--- src/rtl/param_muldiv_alu.sv ---
// param_muldiv_alu
//   Single-cycle ALU (AND/OR/ADD/SUB/SLT/SLL/SRL/MFHI/MFLO) with a registered
//   result, plus a multi-cycle unsigned multiply/divide unit that writes Hi/Lo.
//   MULTU is a shift-add and DIVU a restoring divide. Each processes one bit
//   per cycle for WIDTH cycles.
// Ports
//   clk    : clock; all state changes on its rising edge
//   reset  : synchronous, active-high
//   dataA  : operand A (WIDTH bits)
//   dataB  : operand B (WIDTH bits); the low SHW bits are the shift amount
//   Signal : 6-bit function code
//   start  : launches MULTU/DIVU when the unit is idle
//   Output : registered result, one cycle after the inputs are sampled
//   busy   : multiply/divide in progress
//   done   : one-cycle pulse when Hi/Lo take a new result
module param_muldiv_alu #(
  parameter int unsigned WIDTH = 32,
  parameter int unsigned SHW   = $clog2(WIDTH)
) (
  input  logic             clk,
  input  logic             reset,
  input  logic [WIDTH-1:0] dataA,
  input  logic [WIDTH-1:0] dataB,
  input  logic [5:0]       Signal,
  input  logic             start,
  output logic [WIDTH-1:0] Output,
  output logic             busy,
  output logic             done
);

  typedef enum logic [5:0] {
    F_SLL   = 6'd0,
    F_SRL   = 6'd2,
    F_MFHI  = 6'd16,
    F_MFLO  = 6'd18,
    F_MULTU = 6'd25,
    F_DIVU  = 6'd27,
    F_ADD   = 6'd32,
    F_SUB   = 6'd34,
    F_AND   = 6'd36,
    F_OR    = 6'd37,
    F_SLT   = 6'd42
  } func_e;

  typedef enum logic {
    IDLE = 1'b0,
    RUN  = 1'b1
  } state_e;

  state_e               state_q, state_d;
  logic [SHW-1:0]       cnt_q, cnt_d;
  logic                 is_div_q, is_div_d;
  logic [WIDTH-1:0]     opb_q, opb_d;
  logic [2*WIDTH-1:0]   work_q, work_d;
  logic [WIDTH-1:0]     hi_q, hi_d;
  logic [WIDTH-1:0]     lo_q, lo_d;
  logic [WIDTH-1:0]     out_q, out_d;
  logic                 done_q, done_d;

  logic                 accept;
  logic                 last_step;
  logic [WIDTH:0]       mul_sum;
  logic [WIDTH:0]       div_trial;
  logic [2*WIDTH-1:0]   step_w;

  // Single-cycle ALU. MULTU/DIVU and undefined codes return zero.
  always_comb begin
    out_d = '0;
    unique case (Signal)
      F_AND:   out_d = dataA & dataB;
      F_OR:    out_d = dataA | dataB;
      F_ADD:   out_d = dataA + dataB;
      F_SUB:   out_d = dataA - dataB;
      F_SLT:   out_d = {{(WIDTH-1){1'b0}}, ($signed(dataA) < $signed(dataB))};
      F_SLL:   out_d = dataA << dataB[SHW-1:0];
      F_SRL:   out_d = dataA >> dataB[SHW-1:0];
      F_MFHI:  out_d = hi_q;
      F_MFLO:  out_d = lo_q;
      default: out_d = '0;
    endcase
  end

  // One iteration of the shared datapath. work_q holds {upper, lower}:
  //   MULTU: {partial product, remaining multiplier bits}, shifted right
  //   DIVU : {partial remainder, dividend bits/quotient}, shifted left
  // Division by zero needs no special case. Every trial subtract then
  // succeeds, so the quotient fills with ones and the remainder collects
  // the whole dividend.
  always_comb begin
    mul_sum   = {1'b0, work_q[2*WIDTH-1:WIDTH]} + (work_q[0] ? {1'b0, opb_q} : '0);
    div_trial = work_q[2*WIDTH-1:WIDTH-1] - {1'b0, opb_q};
    step_w    = '0;
    if (is_div_q) begin
      if (!div_trial[WIDTH]) begin
        step_w = {div_trial[WIDTH-1:0], work_q[WIDTH-2:0], 1'b1};
      end else begin
        step_w = {work_q[2*WIDTH-2:0], 1'b0};
      end
    end else begin
      step_w = {mul_sum, work_q[WIDTH-1:1]};
    end
  end

  assign accept    = (state_q == IDLE) && start &&
                     ((Signal == F_MULTU) || (Signal == F_DIVU));
  assign last_step = (cnt_q == SHW'(WIDTH - 1));

  // Multiply/divide controller.
  always_comb begin
    state_d  = state_q;
    cnt_d    = cnt_q;
    is_div_d = is_div_q;
    opb_d    = opb_q;
    work_d   = work_q;
    hi_d     = hi_q;
    lo_d     = lo_q;
    done_d   = 1'b0;
    unique case (state_q)
      IDLE: begin
        if (accept) begin
          state_d  = RUN;
          cnt_d    = '0;
          is_div_d = (Signal == F_DIVU);
          opb_d    = dataB;
          work_d   = {{WIDTH{1'b0}}, dataA};
        end
      end
      RUN: begin
        work_d = step_w;
        cnt_d  = cnt_q + 1'b1;
        if (last_step) begin
          state_d = IDLE;
          hi_d    = step_w[2*WIDTH-1:WIDTH];
          lo_d    = step_w[WIDTH-1:0];
          done_d  = 1'b1;
        end
      end
      default: state_d = IDLE;
    endcase
  end

  always_ff @(posedge clk) begin
    if (reset) begin
      state_q  <= IDLE;
      cnt_q    <= '0;
      is_div_q <= 1'b0;
      opb_q    <= '0;
      work_q   <= '0;
      hi_q     <= '0;
      lo_q     <= '0;
      out_q    <= '0;
      done_q   <= 1'b0;
    end else begin
      state_q  <= state_d;
      cnt_q    <= cnt_d;
      is_div_q <= is_div_d;
      opb_q    <= opb_d;
      work_q   <= work_d;
      hi_q     <= hi_d;
      lo_q     <= lo_d;
      out_q    <= out_d;
      done_q   <= done_d;
    end
  end

  assign Output = out_q;
  assign busy   = (state_q == RUN);
  assign done   = done_q;

endmodule

--- config.mk ---
export PLATFORM = sky130hd
export DESIGN_NAME = param_muldiv_alu
export DESIGN_NICKNAME = d
export VERILOG_FILES = /design/src/rtl/param_muldiv_alu.sv
export SDC_FILE = /design/constraint.sdc
export NUM_CORES = 1
export LEC_CHECK = 0
export CAP_MARGIN = 40
export CORE_MARGIN = 1.5
export CORE_UTILIZATION = 45
export DETAILED_ROUTE_END_ITERATION = 8
export GPL_ROUTABILITY_DRIVEN = 0
export GPL_TIMING_DRIVEN = 1
export PLACE_DENSITY_LB_ADDON = 0.1
export SLEW_MARGIN = 20
export SYNTH_ARGS = -nofsm -noshare
export SYNTH_HDL_FRONTEND = slang
export SYNTH_SLANG_ARGS = --single-unit
--- constraint.sdc ---
create_clock -name clk -period 3.9 [get_ports clk]
set_clock_uncertainty 0.1 [all_clocks]
set_input_delay 0.78 -clock clk [delete_from_list [all_inputs] [get_ports clk]]
set_output_delay 0.78 -clock clk [all_outputs]
set_load 0.02 [all_outputs]
# Word level (Yosys, flattened, before mapping)
# Cells that the tools add are included.
classes:
  add_sub_neg: 5
  order_cmp: 1
  n_bitwise: 3
  shifts: 2
  n_reduce_logical: 7
  eq_ne: 12
  n_mux: 12
ops:
  columns: ["cell", "count"]
  rows:
  - ["32-bit one-hot mux with 9 select lines", 1]
  - ["64-bit 2-to-1 mux", 3]
  - ["64-bit one-hot mux with 2 select lines", 1]
  - ["32-bit by 32-bit adder with 33-bit output", 1]
  - ["33-bit by 32-bit subtractor with 33-bit output", 1]
  - ["32-bit adder", 1]
  - ["32-bit bitwise AND", 1]
  - ["32-bit < comparator", 1]
  - ["32-bit 2-to-1 mux", 1]
  - ["32-bit OR", 1]
  - ["32-bit by 5-bit << shifter with 32-bit output", 1]
  - ["32-bit by 5-bit >> shifter with 32-bit output", 1]
  - ["32-bit subtractor", 1]
  - ["6-bit == test, second input constant", 5]
  - ["6-bit by 5-bit == test with 1-bit output, second input constant", 4]
  - ["5-bit one-hot mux with 2 select lines", 1]
  - ["6-bit by 2-bit == test with 1-bit output, second input constant", 1]
  - ["6-bit zero test", 1]
  - ["5-bit by 1-bit adder with 5-bit output, second input constant", 1]
  - ["5-bit == test, second input constant", 1]
  - ["5-bit 2-to-1 mux", 1]
  - ["2-bit AND reduction", 2]
  - ["1-bit 2-to-1 mux", 3]
  - ["1-bit logical AND", 2]
  - ["other kinds (5)", 5]
totals:
  word_cells: 51
  register_bits: 200

# Depth between registers and ports, before layout
logic_depth:
  ltp_word: 5
  mapped_depth: 16
  mapped_depth_nobuf: 14

# Worst setup path after synthesis
# Ideal clock, no wire load.
synth_timing:
  path_kind: "input to register"
  startpoint: "in dataB[3]"
  endpoint: "reg out_q[28] (netlist: Output[28])"
  arrival_ps: 3743
  required_time_ps: 3672
  setup_slack_ps: -71
  stages: 15
  setup_time_ps: 128
  path_cell_list: "inv_1 clkbuf_1 buf_1 buf_1 ha_1 inv_1 a21oi_1 o21ai_0 nand3_1 nand3_1 o41ai_1 o21ai_0 xnor2_1 a221oi_1 nor2_1"
synth_via:
  elab_chain_len: 2
  elab_cells_between_ends: 5
  cone_classes: "add/sub: 2; shift: 2; mux: 1"
synth_rtl:
  columns: ["element", "line", "text"]
  rows:
  - ["from (decl)", "23", "input logic [WIDTH-1:0] dataB,"]
  - ["32-bit subtractor, or another cell as far along", "73", "F_SUB: out_d = dataA - dataB;"]
  - ["32-bit one-hot mux with 9 select lines *", "69", "unique case (Signal)"]
  - ["to (signal assigned)", "161", "out_q <= out_d;"]
  - ["to (decl)", "57", "logic [WIDTH-1:0] out_q, out_d;"]
# Every way passes the cells marked *; elsewhere a longest branch is shown, timed or not.
# A chain may end at the register's enable or synchronous reset.

# Worst setup path in the final report
layout_timing:
  startpoint: "in dataA[14]"
  endpoint: "reg out_q[29] (netlist: Output[29])"
layout_via:
  elab_chain_len: 2
  elab_cells_between_ends: 5
  cone_classes: "add/sub: 2; shift: 2; mux: 1"
layout_rtl:
  columns: ["element", "line", "text"]
  rows:
  - ["from (decl)", "22", "input logic [WIDTH-1:0] dataA,"]
  - ["32-bit subtractor, or another cell as far along", "73", null]
  - ["32-bit one-hot mux with 9 select lines *", "69", null]
# Marks and branches as above.

==> impl_results.md <==
- Placed Cells: 3459
- CP arrival: 4060 ps
- Root Buffer: clkbuf_16
- Sequential share of power: 35.0%
- Largest net degree at the start of global routing: 134
- #FFs+latches synth: 200
- FP Rows: 76
- Worst slew pin tran: 872 ps
- Hold path startpoint: hi_q[26]
- Synth async-reset ratio: 0%
- CTS Buf Count: 17
- Worst-skew pair later-pin latency: 500 ps
- Status: finished, final reports clean
- Share of post-route cells with drive strength above 1: 14.4%
- Finished Layout Cells: 3492
- F_max: 0.263 GHz
- Total GRT Usage: 36.0%
- Avg Cell Area, Syn: 7.26 um2
- Max_slew headroom: 41.3%
- Vias: 21800
- Residual DRC: 0
- Worst setup SP type: input port
- Internal Pwr Total: 0.00375 W
- Mapped Cells: 2686
- Initial antenna violation count: 0
- Syn Nets: 2929
- Final hold vios: 0
- Max-cap viol count: 0
- Initial Util: 45.4%
- Die width: 211 um
- Clock power frac: 32.7%
- Area Overhead vs Synth: 20.4%
- Met3 usage: 7.06%
- Final net count: 3136
- Netlist Area Pre-Place: 0.0195 mm2
- Clock transition at path regs: 80 ps
- Met1 Usage GRT: 47.1%
- Max FO, Critical Path: 3
- CP Launch Point: dataA[14]
- Kind of critical path: input port to flip-flop
- Sw Ratio: 36.2%
- DP Area: 0.0227 mm2
- CP endpoint kind: flip-flop
- GRT overflow: 0
- Vias/cell: 6.25
- IO Count: 107
- Final setup viols: 0
- Post-CTS Setup Bufs: 0
- Die Height: 211 um
- Final wirelength: 81500 um
- CTS tree: built
- Worst hold slack: 363 ps
- Die area: 0.0446 mm2
- NetSw: 0.00213 W
- Synth unique cells: 91
- DP Wirelength: 62600 um
- GRT met2 Usage: 56.7%
- Leakage power: 9.89 nW
- Post-layout util: 54.7%
- Main synth FF type: dfxtp_1
- # fillers: 4129
- Setup TNS Final: 0 ps
- Vias in the first global route: 20500
- Pins Over Slew Limit: 0
- Register area share after synthesis: 20.5%
- Max Buffers Root-to-Sink: 2
- Worst EP required: 4160 ps
- First-pass GRT wire length: 123000 um
- Port Buf Inserts: 106
- Post-synth EDFFs: 0
- Worst VDD drop: 277 uV
- Num Clock Sinks: 200
- Total core area: 0.0429 mm2
- Detailed router's first-iteration violation count: 2974
- RSZ-0062 raised after global routing: true
- Hold Path Class: flip-flop to flip-flop
- PwrDens: 250 mW/mm2
- Min Tclk post-route: 3800 ps
- Combinational share of power: 32.3%
- WL/cell: 23.3 um
- Finished Cell Area: 0.0235 mm2
- Drt pass-1 iters: 7
- Post-route ant nets: 0
- Worst r2r src: opb_q[0]
- Synth warnings: 0
- Period utilisation layout: 97.4%
- Most used routing layer: met2
- H-tree depth: 4
[cell usage in the layout, fill, tap and decap left out, types with 34 or more instances in the layout]
cell | netlist | routed
nand2_1 | 291 | 290
a21oi_1 | 283 | 280
nor2_1 | 262 | 261
buf_4 | 0 | 255
dfxtp_1 | 200 | 198
o21ai_0 | 184 | 182
ha_1 | 166 | 165
inv_1 | 144 | 144
clkdlybuf4s50_1 | 0 | 96
mux2i_1 | 92 | 92
nor3_1 | 69 | 66
xnor2_1 | 52 | 52
a22oi_1 | 52 | 51
a21o_1 | 48 | 48
mux2_2 | 44 | 44
and2_1 | 39 | 38
nand3_1 | 39 | 38
o211ai_1 | 37 | 37
nand2b_1 | 34 | 34
[cells in the mapped netlist (7+ instances only)]
library cell	instances	area, um2
nand4_1	10	62.6
a21o_1	48	360
a211oi_1	29	218
a221oi_1	23	201
o22ai_1	19	119
buf_2	15	75.1
nand4b_1	9	78.8
o311ai_0	10	87.6
or3_1	15	93.8
inv_1	144	541
o21ai_0	184	921
nand3b_1	15	113
o211ai_1	37	278
or4_1	10	75.1
mux4_2	7	158
nor3_1	69	345
o21bai_1	23	173
nand2_1	291	1090
nor4_1	7	43.8
a31oi_1	30	188
nand2b_1	34	213
nand3_1	39	195
and2_1	39	244
and3_1	27	169
mux2i_1	92	921
dfxtp_1	200	4000
nor2b_1	13	81.3
o21a_1	15	113
xnor2_1	52	455
a31o_2	7	61.3
nor2_1	262	983
a311oi_1	14	123
a22oi_1	52	390
buf_1	21	78.8
xor2_1	26	228
clkbuf_1	145	544
ha_1	166	2080
o31ai_1	17	128
a21oi_1	283	1420
a211o_1	9	78.8
o21ai_1	11	55.1
mux2_2	44	495
[metrics by stage]
stage                     worst slack (ps)  total power [W]
final                                  102          0.00587
after global routing                 -35.6          0.00608
after CTS                             5.72          0.00581
after floorplan                       54.6          0.00316
after global placement                -554          0.00390
after detailed placement              -537          0.00391
[critical path, stage by stage]
cell and delay [ps]:
clkdlybuf4s50_1 530, inv_1 60, ha_1 330, a21oi_2 160, nor2_1 60, or4_1 500
a221o_1 410, or3b_4 430, o221ai_4 200, o21ai_2 100, xor2_1 160, a221oi_1 270
nor2_1 70
[repair_timing]
action,CTS,global route
endpoints found under the setup margin,1,43
pin swaps,0,3
hold buffers,0,0
resized for setup,1,29
[logic make-up (layout without fill, tap and decap cells)]
group                    count (synthesis)  after routing  share of synthesized area, %
AO/OA/AOI/OAI                          892            892                          29.3
flip-flops                             200            200                          20.5
AND/OR/NAND/NOR                        867            867                          20.6
other                                    0              1                             0
XOR/XNOR                                78             78                          3.51
multiplexers                           148            148                          8.40
adder cells (fa/ha/maj)                170            170                          11.1
buffers and inverters                  331            551                          6.63
[state kept, by name, indices dropped and copies added (netlist names)]
register,flops
work_q,64
cnt_q,5
lo_q,32
opb_q,32
busy,1
is_div_q,1
done,1
Output,32
hi_q,32
[routing by layer]
layer  wire length (um)  part of all wire (%)
met5                  0                     0
met3               7470                   9.2
met4               4350                   5.3
met2              35700                    44
met1              33900                    42
[power by group through the flow]
stage	combinational, W	sequential (W)	clock (W)
after global routing	0.00201	0.00206	0.00201
after detailed placement	0.00181	0.00211	0
final	0.00190	0.00206	0.00192
after CTS	0.00182	0.00206	0.00194
after global placement	0.00179	0.00211	0
after floorplan	0.00105	0.00210	0
[cell type report]
cell class	instances	area [um2]	share of cell area (%)
Antenna cell	1	2.50	0.0107
Clock buffer	17	425	1.81
Clock inverter	15	183	0.779
Inverter	146	548	2.34
Multi-Input combinational cell	2155	14400	61.2
Sequential cell	200	4010	17.1
Tap cell	585	732	3.12
Timing Repair Buffer	373	3210	13.7
[worst paths after layout]
path	slack (ps)	endpoint	cells after the start
setup / recovery	100	Output[29]	13
hold / removal	360	hi_q[26]	2
setup reg to reg	160	hi_q[20]	13
hold reg to reg	360	hi_q[26]	2
No activity file was read; power rests on OpenSTA's default activity.
